--- src/rtl/icache.sv ---
// Direct-mapped instruction cache: 16 frames of one 32-bit word each.
// Ports: CLK/nRST; datapath side imemREN, imemaddr -> ihit, imemload;
// memory side iREN, iaddr <- iwait, iload; hit_count/miss_count stats.
module icache (
    input  logic        CLK,
    input  logic        nRST,
    input  logic        imemREN,
    input  logic [31:0] imemaddr,
    output logic        ihit,
    output logic [31:0] imemload,
    output logic        iREN,
    output logic [31:0] iaddr,
    input  logic        iwait,
    input  logic [31:0] iload,
    output logic [31:0] hit_count,
    output logic [31:0] miss_count
);

    typedef enum logic {
        IDLE,
        MISS
    } state_t;

    state_t      state;
    logic [15:0] valid;
    logic [25:0] tags [16];
    logic [31:0] data [16];

    logic [3:0]  idx;
    logic [3:0]  fidx;
    logic        tag_eq;
    logic        fill;
    logic        unused_bits;

    assign idx         = imemaddr[5:2];
    assign fidx        = iaddr[5:2];
    assign tag_eq      = (tags[idx] == imemaddr[31:6]);
    assign fill        = (state == MISS) && !iwait;
    assign unused_bits = ^{imemaddr[1:0], iaddr[1:0]};

    always_comb begin
        ihit     = 1'b0;
        imemload = 32'h0;
        if (state == IDLE && imemREN && valid[idx] && tag_eq) begin
            ihit     = 1'b1;
            imemload = data[idx];
        end
    end

    // iaddr doubles as the miss-address register; it is only non-zero
    // while a fill is outstanding, so it is cleared on completion.
    always_ff @(posedge CLK or negedge nRST) begin
        if (!nRST) begin
            state      <= IDLE;
            valid      <= '0;
            iREN       <= 1'b0;
            iaddr      <= 32'h0;
            hit_count  <= 32'h0;
            miss_count <= 32'h0;
        end else begin
            if (ihit && hit_count != 32'hFFFF_FFFF)
                hit_count <= hit_count + 32'd1;
            unique case (state)
                IDLE: begin
                    if (imemREN && !ihit) begin
                        state <= MISS;
                        iREN  <= 1'b1;
                        iaddr <= {imemaddr[31:2], 2'b00};
                    end
                end
                MISS: begin
                    // The fill always completes for the latched address,
                    // even if the pipeline has moved on meanwhile.
                    if (fill) begin
                        state       <= IDLE;
                        iREN        <= 1'b0;
                        iaddr       <= 32'h0;
                        valid[fidx] <= 1'b1;
                        if (miss_count != 32'hFFFF_FFFF)
                            miss_count <= miss_count + 32'd1;
                    end
                end
                default: state <= IDLE;
            endcase
        end
    end

    // Tag/data need no reset: lookups are qualified by valid. The fill
    // cannot fire during reset because state is held at IDLE.
    always_ff @(posedge CLK) begin
        if (fill) begin
            tags[fidx] <= iaddr[31:6];
            data[fidx] <= iload;
        end
    end

endmodule

--- config.mk ---
export PLATFORM = sky130hd
export DESIGN_NAME = icache
export DESIGN_NICKNAME = d
export VERILOG_FILES = /design/src/rtl/icache.sv
export SDC_FILE = /design/constraint.sdc
export NUM_CORES = 1
export LEC_CHECK = 0
export BUFFER_PORTS_ARGS = -buffer_cell sky130_fd_sc_hd__buf_2
export CAP_MARGIN = 5
export CORE_MARGIN = 2
export CORE_UTILIZATION = 37
export CTS_CLUSTER_SIZE = 25
export DETAILED_ROUTE_END_ITERATION = 7
export PLACE_DENSITY = 0.49
export SYNTH_ARGS = -nofsm -noshare
export SYNTH_HDL_FRONTEND = slang
export SYNTH_SLANG_ARGS = --single-unit
--- constraint.sdc ---
create_clock -name CLK -period 6.61 [get_ports CLK]
set_input_delay 0.661 -clock CLK [delete_from_list [all_inputs] [get_ports CLK]]
set_output_delay 0.661 -clock CLK [all_outputs]
set_load 0.02 [all_outputs]
=== After elaboration in Yosys (flattened, before gate mapping) ===
Memories as Yosys holds them, arrays and structs flattened.
Index checks and enable logic that the tools add are counted.

* $add $sub $neg: 2
* Multiply operators: 0
* Div/mod/pow operators: 0
* $lt $le $gt $ge: 3
* Equality and inequality tests: 5
* Shift-type cells: 0
* Mux-type cells: 17
* Bitwise gates (word level): 2
* Reduce and logical (&&, ||, !) cells: 12

{| class="wikitable"
|+ Operators by type and width
! cell !! number
|-
| $mux 32 || 3
|-
| $add 32x1->32 const B || 2
|-
| $ne 32x32->1 const B || 2
|-
| $pmux 32 s2 || 1
|-
| $eq 26x26->1 || 1
|-
| $or 16x16->16 || 1
|-
| $lt 4x5->1 const B || 2
|-
| $mux 1 || 9
|-
| $logic_and 1x1->1 || 7
|-
| $bmux 1 s4 || 1
|-
| $demux 1 s4 || 1
|-
| $ge 4x1->1 const B || 1
|-
| $ne 2x1->1 const B || 2
|-
| $pmux 1 s2 || 2
|-
| $reduce_and 2->1 || 2
|-
| $reduce_and 3->1 || 1
|-
| $logic_not 1->1 || 2
|-
| $not 1->1 || 1
|}

* Bits in registers: 114
* Latch bits: 0
* RAM bits: 928
* ROM bits: 0
* Bits of input ports: 68
* Output and inout bits: 130
* Memories kept: 2

{| class="wikitable"
|+ Memory list
! memory !! depth !! bits a word !! read ports !! clocked after memory_dff !! write ports !! RTL line !! source
|-
| data || 16 || 32 || 1 || 0 || 1 || 27 || <nowiki>logic [31:0] data [16];</nowiki>
|-
| tags || 16 || 26 || 1 || 0 || 1 || 26 || <nowiki>logic [25:0] tags [16];</nowiki>
|}

=== Longest topological paths before layout ===
Gate-level depths: netlist (run 1).

* Depth after elaboration: 9
* Depth in mapped cells: 14

=== Worst setup path after synthesis (run 1) ===
Ideal clock, no wire load.

* Path type: input to register
* From: input iwait
* To: register valid[0]
* Arrival time: 5.817 ns
* Required time: 6.521 ns
* Slack: 0.704 ns
* Stages on the path: 5
* Path buffers: 1
* Cells stage by stage: nand2b_1 clkbuf_1 or3_1 nor3_1 or2_2

* Cells in the longest elaborated chain, start to end: 3

{| class="wikitable"
|+ Ends and longest elaborated chain
! element !! RTL line !! source
|-
| start, declared || 13 || <nowiki>input logic iwait,</nowiki>
|-
| $logic_not 1->1 || 38 || <nowiki>assign fill = (state == MISS) && !iwait;</nowiki>
|-
| $logic_and 1x1->1 || 38 ||
|-
| $reduce_and 2->1 (no line) || -- ||
|-
| end signal, assigned || 55 || <nowiki>valid <= '0;</nowiki>
|-
| end signal, assigned by index || 78 || <nowiki>valid[fidx] <= 1'b1;</nowiki>
|-
| end, declared || 25 || <nowiki>logic [15:0] valid;</nowiki>
|}

Every way passes these cells.
A chain may end at the register's enable or synchronous reset.

=== Worst setup path in the final report (run 1) ===
* From: input imemaddr[2]
* To: output imemload[31]

* Cells in the longest elaborated chain, start to end: 5

{| class="wikitable"
|+ Ends and longest elaborated chain
! element !! RTL line !! source
|-
| start, declared || 8 || <nowiki>input logic [31:0] imemaddr,</nowiki>
|-
| branches (longest 4 deep; another with $mem_v2 16x26) || -- ||
|-
| $mux 32 (*) || 44 || <nowiki>if (state == IDLE && imemREN && valid[idx] && tag_eq) begin</nowiki>
|-
| end, declared || 10 || <nowiki>output logic [31:0] imemload,</nowiki>
|}

Every way passes the cells marked *. The select of a mux whose other input is x is not followed.

==> results.md, run 1 <==
Setup path:
- The nature of the critical path endpoint is a primary output.
- On the worst path, the slowest cell contributes a delay of 0.55 ns.
- The data required time of the critical path is 5.95 ns.
- The largest fanout of any net on the critical path is 38.
- The worst setup path is launched from an input port.
- The type of the worst setup path is input port to primary output.
- For the worst setup path, the data arrival time is 4.39 ns.
- The signal on the critical path passes through buf_8 > buf_4 > mux4_2 > mux2_2 > a221oi_1 > nand4_1 > a21oi_1 > nand4_1 > buf_4 > nor2b_1 > buf_2.
- The critical path's slowest cell is mux4_2.

Logic synthesis:
- The share of async-settable or async-resettable flops after synthesis is 0.1077.
- The average cell area after synthesis is 20.28 sq um.
- After technology mapping, the gate count stands at 2,019.
- The mapped cell area is 40,950 sq um.
- The number of synthesized register bits is 1,040.
- The commonest cells after synthesis are edfxtp_1, mux4_2, dfrtp_1, nand2_1, xnor2_1.
- The share of synthesized area occupied by flip-flops and latches is 0.7490.
- The number of flops mapped to enable cells by yosys is 928.
- The count of cell types in the netlist is 58.
- In the post-synthesis netlist, the cell with the most instances is edfxtp_1.
- Among all flip-flop cells after synthesis, the most frequent one is edfxtp_1.
- In the post-synthesis netlist, the biggest area contributors are edfxtp_1, mux4_2, dfrtp_1.
- The number of synthesis warnings is 0.
- Summed over all instances, the cell type with the most area after synthesis is edfxtp_1.
- Of the post-synthesis cell area, the dominant cell type holds 0.6805.

STA:
- The slew at the pin closest to its max-slew limit is 1.184 ns.
- Setup repair after global routing left no endpoint under its margin.
- The worst pin sits at a relative slew slack of 0.2088.
- The fmax is 198.0 MHz.
- Subtracting the final worst setup slack from the clock period gives 5.050 ns.
- Clock skew on the completed layout was measured at 0.02417 ns.
- In the finished design, the share of the clock period the worst path needs comes to 0.7640.
- The number of max-slew violations in the final report is 0.
- The count of final hold-check violations came to 0.
- The tightest hold path in the finished design has a slack of 0.07843 ns.
- Setup violations remaining at the end of the flow were counted as 0.
- In the post-route analysis, the smallest setup slack over all paths is 1.560 ns.
- After routing, the total negative slack on setup checks comes to 0 ns.

Route:
- Summing over every cut layer, the via total after detailed routing is 20,590.
- After detailed routing, the average wire length per cell comes to 26.89 microns.
- The number of design rule violations left after detail routing is 0.
- The first TritonRoute pass finished after 5 iterations.
- The count of antenna-violating nets left after detailed routing is 0.
- The final layout contains routed wiring with a total length of 104,000 microns.
- The number of vias per cell after detailed routing is 5.323.
- For this block, the initial DRC count from the detailed router was 1,659.

GRT:
- Global routing finished with a remaining overflow of 0.
- In the global route stage, overall resource usage came out at 0.1849.
- The maximum number of pins on one net before global-route repair is 64.
- The global-route wire length before repair is 151,400 microns.
- The via count of the first global-routing pass was 21,360.
- The number of antenna violations at the first check in global routing is 8.

Floorplanning:
- The floorplan step set the die height to 336.7 microns.
- The effective utilization at floorplan is 0.3716.
- The floorplan step defined a die boundary enclosing 113,400 sq um.
- The number of top-level design ports is 198.
- The number of rows in the core area is 122.
- The overall die width is 336.7 microns.
- The floorplan step defined a core boundary enclosing 110,200 sq um.

Finish:
- In the final layout, the multi-input gates occupy 9879 sq um.
- The growth of design area from synthesis to finish is 15.92%.
- The count of filler cells inserted in the layout is 9,682.
- The post-route non-filler standard cell count is 3,869.
- In the final layout, flip-flops and latches occupy 30,670 sq um.
- The share of post-route cells with drive strength above 1 is 0.2937.
- At the end of the flow, the number of nets in the layout was 2,355.

Power and ir drop:
- Summed over all cells, the static leakage comes to 16.10 nW.
- The fraction of power consumed by combinational cells is 0.067.
- The sequential power share is 0.525.
- The design internal power is 0.01137 W.
- Across the VDD grid, the largest voltage drop is 0.2030 mV.
- Of the total power, the share spent switching nets is 0.2247.
- The power share of the clock group is 0.408.
- Power spread over the standard cell area amounts to 308.9 nW/um^2.
- The switching power total is 0.003296 W.

CTS:
- The clock insertion delay at the later pin of the skew report is 0.68 ns.
- The TritonCTS clock tree is built.
- The clock passes through at most 3 buffers.
- The root buffer cell is clkbuf_16.
- The clock buffer count from CTS is 112.
- In this run the post-CTS setup repair buffer count came out at 0.
- CTS built an H-tree with a depth of 3.
- Once the clock tree was built, the resizer swapped 0 gates to a different size.
- The number of hold buffers added after CTS is 0.
- The clock net sink count is 1,040.
- After clock tree synthesis, the clock-pin slew on the worst setup and hold paths is 0.06 ns.

Place:
- Buffers placed on the I/O ports in this run total 193.
- The placed cell count is 3,659.
- The worst setup timing slack at the placement stage is 1.442 ns.
- Summed over all nets, the half-perimeter wirelength after detailed placement is 57,140 microns.
- The routability congestion estimate is 0.7943.

Run status:
- The run finished with clean final reports.

Hold path:
- The classification of the worst-slack hold path is input port to async pin.

Job:
- Max-cap violations in this run came to 0.
[power by group through the flow]
| stage | Combinational (W) | Clock, W | Sequential (W) |
|---|---|---|---|
| finish | 0.000986 | 0.00598 | 0.00770 |
| global route | 0.00106 | 0.00640 | 0.00773 |
| CTS | 0.00101 | 0.00615 | 0.00770 |
| detailed placement | 0.00101 | 0 | 0.00783 |
| global placement | 0.000998 | 0 | 0.00780 |
| floorplan | 0.000550 | 0 | 0.00781 |
[state kept, by name, summed over array words and instances, names as in the netlist]
signal	count
data	512
iaddr	30
hit_count	32
state	1
valid	16
tags	416
miss_count	32
iREN	1
[cell families (layout without fill, tap and decap cells)]
group | count (synthesis) | after routing | share of synthesized area
DFF | 1040 | 1040 | 0.7490
and+or+nand+nor | 345 | 345 | 0.04501
adders and majority gates | 2 | 2 | 0.0006110
muxes | 330 | 330 | 0.1555
xor gates and xnor gates | 87 | 87 | 0.01861
other | 1 | 3 | 0.00009158
buffers and inverters | 109 | 469 | 0.01314
AOI/OAI and AO/OA | 105 | 105 | 0.01809
[routing by layer]
layer  vias to the layer above  global-route usage  share of wire  wire, microns
met2                       507              0.3037           0.49          50800
met1                     11140              0.2612           0.45          46860
met3                       137             0.02927          0.044           4558
li1                       8800                   -              -              -
met4                        12             0.03923          0.017           1741
met5                         -                   0        0.00067             70
[worst max-delay path: cells and delay by family]
kind,cells,cell delay (ns)
buffers and inverters,4,1.35
multiplexers,2,0.88
AND/OR/NAND/NOR,3,0.80
AO/OA/AOI/OAI,2,0.63
[final cells by class]
cell class,instances,share of cell area
antenna,1,0.00005272
clock buffer,168,0.06626
clock inverter,41,0.007512
inverter,8,0.0006326
multi-input combinational,871,0.2081
sequential,1040,0.6461
tap,1488,0.03922
timing repair buffer,252,0.03210
[final timing paths]
check,startpoint,to,slack [ns],cells past startpoint
min in group CLK,iwait,state,0.23,2
worst max-delay path,imemaddr[2],imemload[31],1.56,11
worst max register to register,tags[15][17],hit_count[30],3.11,8
max in group asynchronous,nRST,hit_count[5],5.07,2
worst min-delay path,nRST,hit_count[20],0.08,1
worst min register to register,valid[6],valid[6],0.46,1
[stage by stage]
step / instance area [sq um] / total power [W] / util
after CTS: 47470 / 0.01486 / 0.4307
final: 47470 / 0.01467 / 0.4307
after detailed placement: 43960 / 0.008844 / 0.3989
after global placement: 43960 / 0.008802 / 0.3989
after global routing: 47470 / 0.01520 / 0.4307
after floorplan: 40950 / 0.008365 / -
[placed cells by master, fill, tap and decap left out, types with 7 or more instances in the layout]
master     instances
edfxtp_1         928
mux4_2           243
buf_2            188
clkbuf_16        114
dfrtp_1          112
nand2_1           87
xnor2_1           72
mux2i_1           68
buf_4             55
clkbuf_1          45
nand3_1           43
nor2b_1           40
o22ai_1           34
nand4_1           34
and3_1            29
a22oi_1           22
nor2_1            20
mux2_2            17
or2_2             17
clkinv_1          16
xor2_1            15
clkinv_2          15
nor3_1            13
nor2_4            12
nand2b_1          10
clkbuf_8           9
inv_1              8
and2_1             8
a21oi_1            7
o21ai_0            7
and4_1             7
buf_12             7
No activity file was read; power rests on OpenSTA's default activity.
==> inputs of run 2 (changes only) <==
--- a/config.mk
+++ b/config.mk
@@ -5,6 +5,7 @@
 export SDC_FILE = /design/constraint.sdc
 export NUM_CORES = 1
 export LEC_CHECK = 0
+export ABC_AREA = 1
 export BUFFER_PORTS_ARGS = -buffer_cell sky130_fd_sc_hd__buf_2
 export CAP_MARGIN = 5
 export CORE_MARGIN = 2
==> constraint.sdc (replaced) <==
create_clock -name CLK -period 4.7 [get_ports CLK]
set_input_delay 0.47 -clock CLK [delete_from_list [all_inputs] [get_ports CLK]]
set_output_delay 0.47 -clock CLK [all_outputs]
set_load 0.02 [all_outputs]
==> run 2 against run 1 <==
Compared with the run above: synthesized cell count rose by 96%; global-route usage rose by 2.8 points; sequential power rose by 39%; first-iteration DRC count rose by 37%; combinational power rose by 60%; worst setup slack got worse by 1.0 ns; die area rose by 7.4%; register-to-register slack got worse by 1.5 ns; sequential share of layout area fell by 4.2 points; critical endpoint is now imemload[18]; largest cell class unchanged; highest routed layer unchanged.
==> results.md, run 2 <==
Place:
- OpenSTA, run right after detailed placement, puts the worst setup slack at 0.5658 ns.
- The count of buffers added on input and output ports is 193.
- The detailed-placement wirelength estimate is 68,740 microns.
- In this run the cell area measured after placement is 47,080 sq um.
- Routability-driven placement finished with a final weighted congestion of 0.8439.

Logic synthesis:
- Synthesis handed over a netlist of 3,956 instances.
- The synthesized design contains 928 enable-type register cells.
- The number of synthesized register bits is 1,040.
- Of the synthesized area, sequential elements account for 0.6966.
- The XOR/XNOR share of the synthesized area is 0.007360.
- The number of synthesis warnings is 0.
- Ranked by instance count, the synthesized netlist is headed by nand2_1, edfxtp_1, nand3_1, inv_1, a21oi_1.
- nand2_1 is the most common cell in the netlist.
- The cell type with the largest total area after synthesis is edfxtp_1.
- The share of Yosys cell area claimed by the top area cell type is 0.6329.
- By area, the combinational part of the netlist is dominated by simple AND/OR/NAND/NOR gates.
- Of the total synthesized cell area, the portion taken by AND, OR, NAND and NOR gates is 0.1868.
- The arithmetic-cell share of the synthesized area counting full adders, half adders and majority gates is 0.0005684.
- After synthesis, the netlist uses 44 different library cells.
- The most used flip-flop cell after synthesis is edfxtp_1.
- The compound-cell area share of the yosys netlist was 0.05809.
- Each instance of the synthesized netlist takes up on average 11.13 sq um.
- Of all flip-flops after synthesis, the portion carrying an async set or reset was 0.1077.
- The mux cell area share after synthesis is 0.
- The mapped cell area is 44,030 sq um.
- After synthesis, the cell types taking the most area are edfxtp_1, nand2_1, dfrtp_1.

Hold path:
- The classification of the worst-slack hold path is input port to register.
- The worst hold path begins at imemaddr[9].

GRT:
- The maximum number of pins on one net before global-route repair is 138.
- In the global route stage, overall resource usage came out at 0.2127.
- The via count of the first global-routing pass came to 28,650.
- The total global routing overflow is 0.
- The global-route wire length before repair is 192,700 microns.
- The number of antenna violations at the first check in global routing is 9.

Floorplanning:
- The overall die width is 349.0 microns.
- The number of rows in the core area is 126.
- The full die area is 121,800 sq um.
- Measured along the y axis, the die boundary spans 349.0 microns.
- The number of top-level design ports is 198.
- The core area is 118,100 sq um.
- The effective utilization at floorplan is 0.3729.

Route:
- The count of antenna-violating nets left after detailed routing is 0.
- The number of DRC markers in iteration 0 is 2,270.
- The routed design has 130,300 microns of wire.
- The first detailed-routing pass took 7 iterations.
- The average wire per standard cell is 22.55 microns.
- The number of design rule violations left after detail routing is 0.
- The routed layout has 29,960 vias.
- In the routed layout, each cell is associated on average with a via count of 5.182.

Setup path:
- Of all nets on the critical path, the largest fanout is 65.
- The nature of the critical path endpoint is a primary output.
- The launching instance or port of the critical path is imemaddr[2].
- Data on the critical path is required at its endpoint by 4.23 ns.
- STA classifies the critical path startpoint as an input port.
- By startpoint and endpoint, the worst setup path is classified as input port to primary output.
- The startpoint identified for the worst register-to-register timing path is miss_count[0].
- STA puts the critical path data arrival time at 3.71 ns.

Finish:
- The net count of the finished layout is 4,217.
- In the final layout, the multi-input gates occupy 11,270 sq um.
- In the final layout, flip-flops and latches occupy 30,670 sq um.
- The library cells used most frequently in the layout, excluding fill and tap cells, are nand2_1, edfxtp_1, nand3_1, inv_1, a21oi_1.
- In the final layout, the registers with the most flip-flops are data (512), tags (416).
- After routing the design area is 50,810 sq um.
- The share of post-route cells with drive strength above 1 is 0.1127.
- At the end of the flow the core is filled with cells to 0.4303.
- The area growth from synthesis to layout is 15.40%.
- The most common cell after layout, fill and taps aside is nand2_1.
- After filler insertion, the fill cell instance count of the layout stands at 11,110.
- The most flop-heavy register is data.
- The register with the most flip-flops in the layout has 512 of them.

CTS:
- The number of resized instances in the post-cts repair step is 0.
- The TritonCTS clock tree is built.
- The clock net in this run drives a total of 1,040 sinks.
- The deepest level of the CTS H-tree is 3.
- The clock buffer count from CTS is 114.
- Clock latency on the worst-skew pair, taken at its later pin, is 0.70 ns.
- The clock tree buffer depth is 3.
- After clock tree synthesis, the clock-pin slew on the worst setup and hold paths is 0.06 ns.
- The root buffer cell chosen for the clock tree is clkbuf_16.

STA:
- The fmax is 239.5 MHz.
- The shortest clock period the worst path allows after layout is 4.175 ns.
- The setup slack after layout is 0.5247 ns.
- The count of final hold-check violations is 0.
- The final worst-path cycle share is 0.8884.
- The number of max-slew violations in the final report is 0.
- The relative max-transition margin is 0.2349.
- Setup repair after global routing left no endpoint under its margin.
- The worst clock skew on the final layout is 0.02268 ns.
- Adding up every negative setup slack in the final design gives 0 ns.
- The number of failing setup endpoints in the final timing report is 0.
- The slew at the pin closest to its max-slew limit is 1.145 ns.

Power and ir drop:
- The power per cell area is 413.7 nW/um^2.
- The worst vdd rail ir drop is 0.2835 mV.
- The leakage power figure is 19.65 nW.
- The total power after layout is 0.02102 W.

Job:
- Max-cap violations in this run came to 0.

Run status:
- The run finished with clean final reports.
run 2: cell types whose count changed in the layout (fill, tap and decap cells not counted), moves of 125 or more:
cell / previous run / this run
a21oi_1: 7 / 228
inv_1: 8 / 289
nand3_1: 43 / 400
nor2_1: 20 / 145
mux4_2: 243 / 0
nand2_1: 87 / 1221
run 2: cell families (layout without fill, tap and decap cells):
family,count (synthesis),after routing
DFF,1040,1040
other,1,5
adders and majority gates,2,2
xor gates and xnor gates,37,37
and+or+nand+nor,1952,1952
AOI/OAI and AO/OA,410,410
buffers and inverters,514,799
run 2: what timing repair did:
item | 4_1_cts | 5_1_grt
hold buffers | 9 | 0
hold endpoints to repair | 81 | 0
setup buffers | 0 | 0
run 2: critical path, cell delays in order:
cell and delay, ns:
buf_8 0.40, inv_16 0.21, buf_12 0.26, nand2_1 0.09, nand2_1 0.05, nand2_1 0.05
nand3_1 0.09, nand3_1 0.16, nand2_1 0.06, nand2_1 0.21, nand2_1 0.09, nor2_1 0.11
nand2_1 0.06, nor2_1 0.14, nand2_2 0.10, buf_12 0.21, nor4_1 0.52, buf_2 0.28
run 2: report_power, final:
group / total, W / internal [W] / switching (W)
combinational: 0.00158 / 0.000435 / 0.00114
sequential: 0.0107 / 0.0105 / 0.000266
clock: 0.00871 / 0.00508 / 0.00363
total: 0.0210 / 0.0160 / 0.00504
run 2: cell type report:
type	count	share of cell area
Antenna cell	3	0.0001478
Clock buffer	168	0.06396
Clock inverter	43	0.007536
Inverter	294	0.02241
Multi-Input combinational cell	2403	0.2218
Sequential cell	1040	0.6037
Tap cell	1536	0.03783
Timing Repair Buffer	294	0.04268
run 2: final timing paths:
| kind | cells past startpoint | slack [ns] | to |
|---|---|---|---|
| worst max-delay path | 18 | 0.52 | imemload[18] |
| worst min-delay path | 3 | 0.05 | iaddr[9] |
| worst max register to register | 12 | 1.59 | miss_count[23] |
| worst min register to register | 2 | 0.46 | valid[1] |
| max in group asynchronous | 3 | 3.22 | iaddr[2] |
| min in group asynchronous | 2 | 0.43 | miss_count[14] |
run 2: routing by layer:
metal,share of wire,global-route usage
met1,0.46,0.2945
met2,0.48,0.3497
met3,0.044,0.03252
met4,0.022,0.05498
met5,0.00053,0
run 2: through the flow:
step	cells	hold WS [ns]
after detailed placement	5558	0.4453
after CTS	5778	0.0009150
after floorplan	3957	0.1744
after global routing	5780	0.01500
after global placement	5558	0.4412
final	5781	0.04828
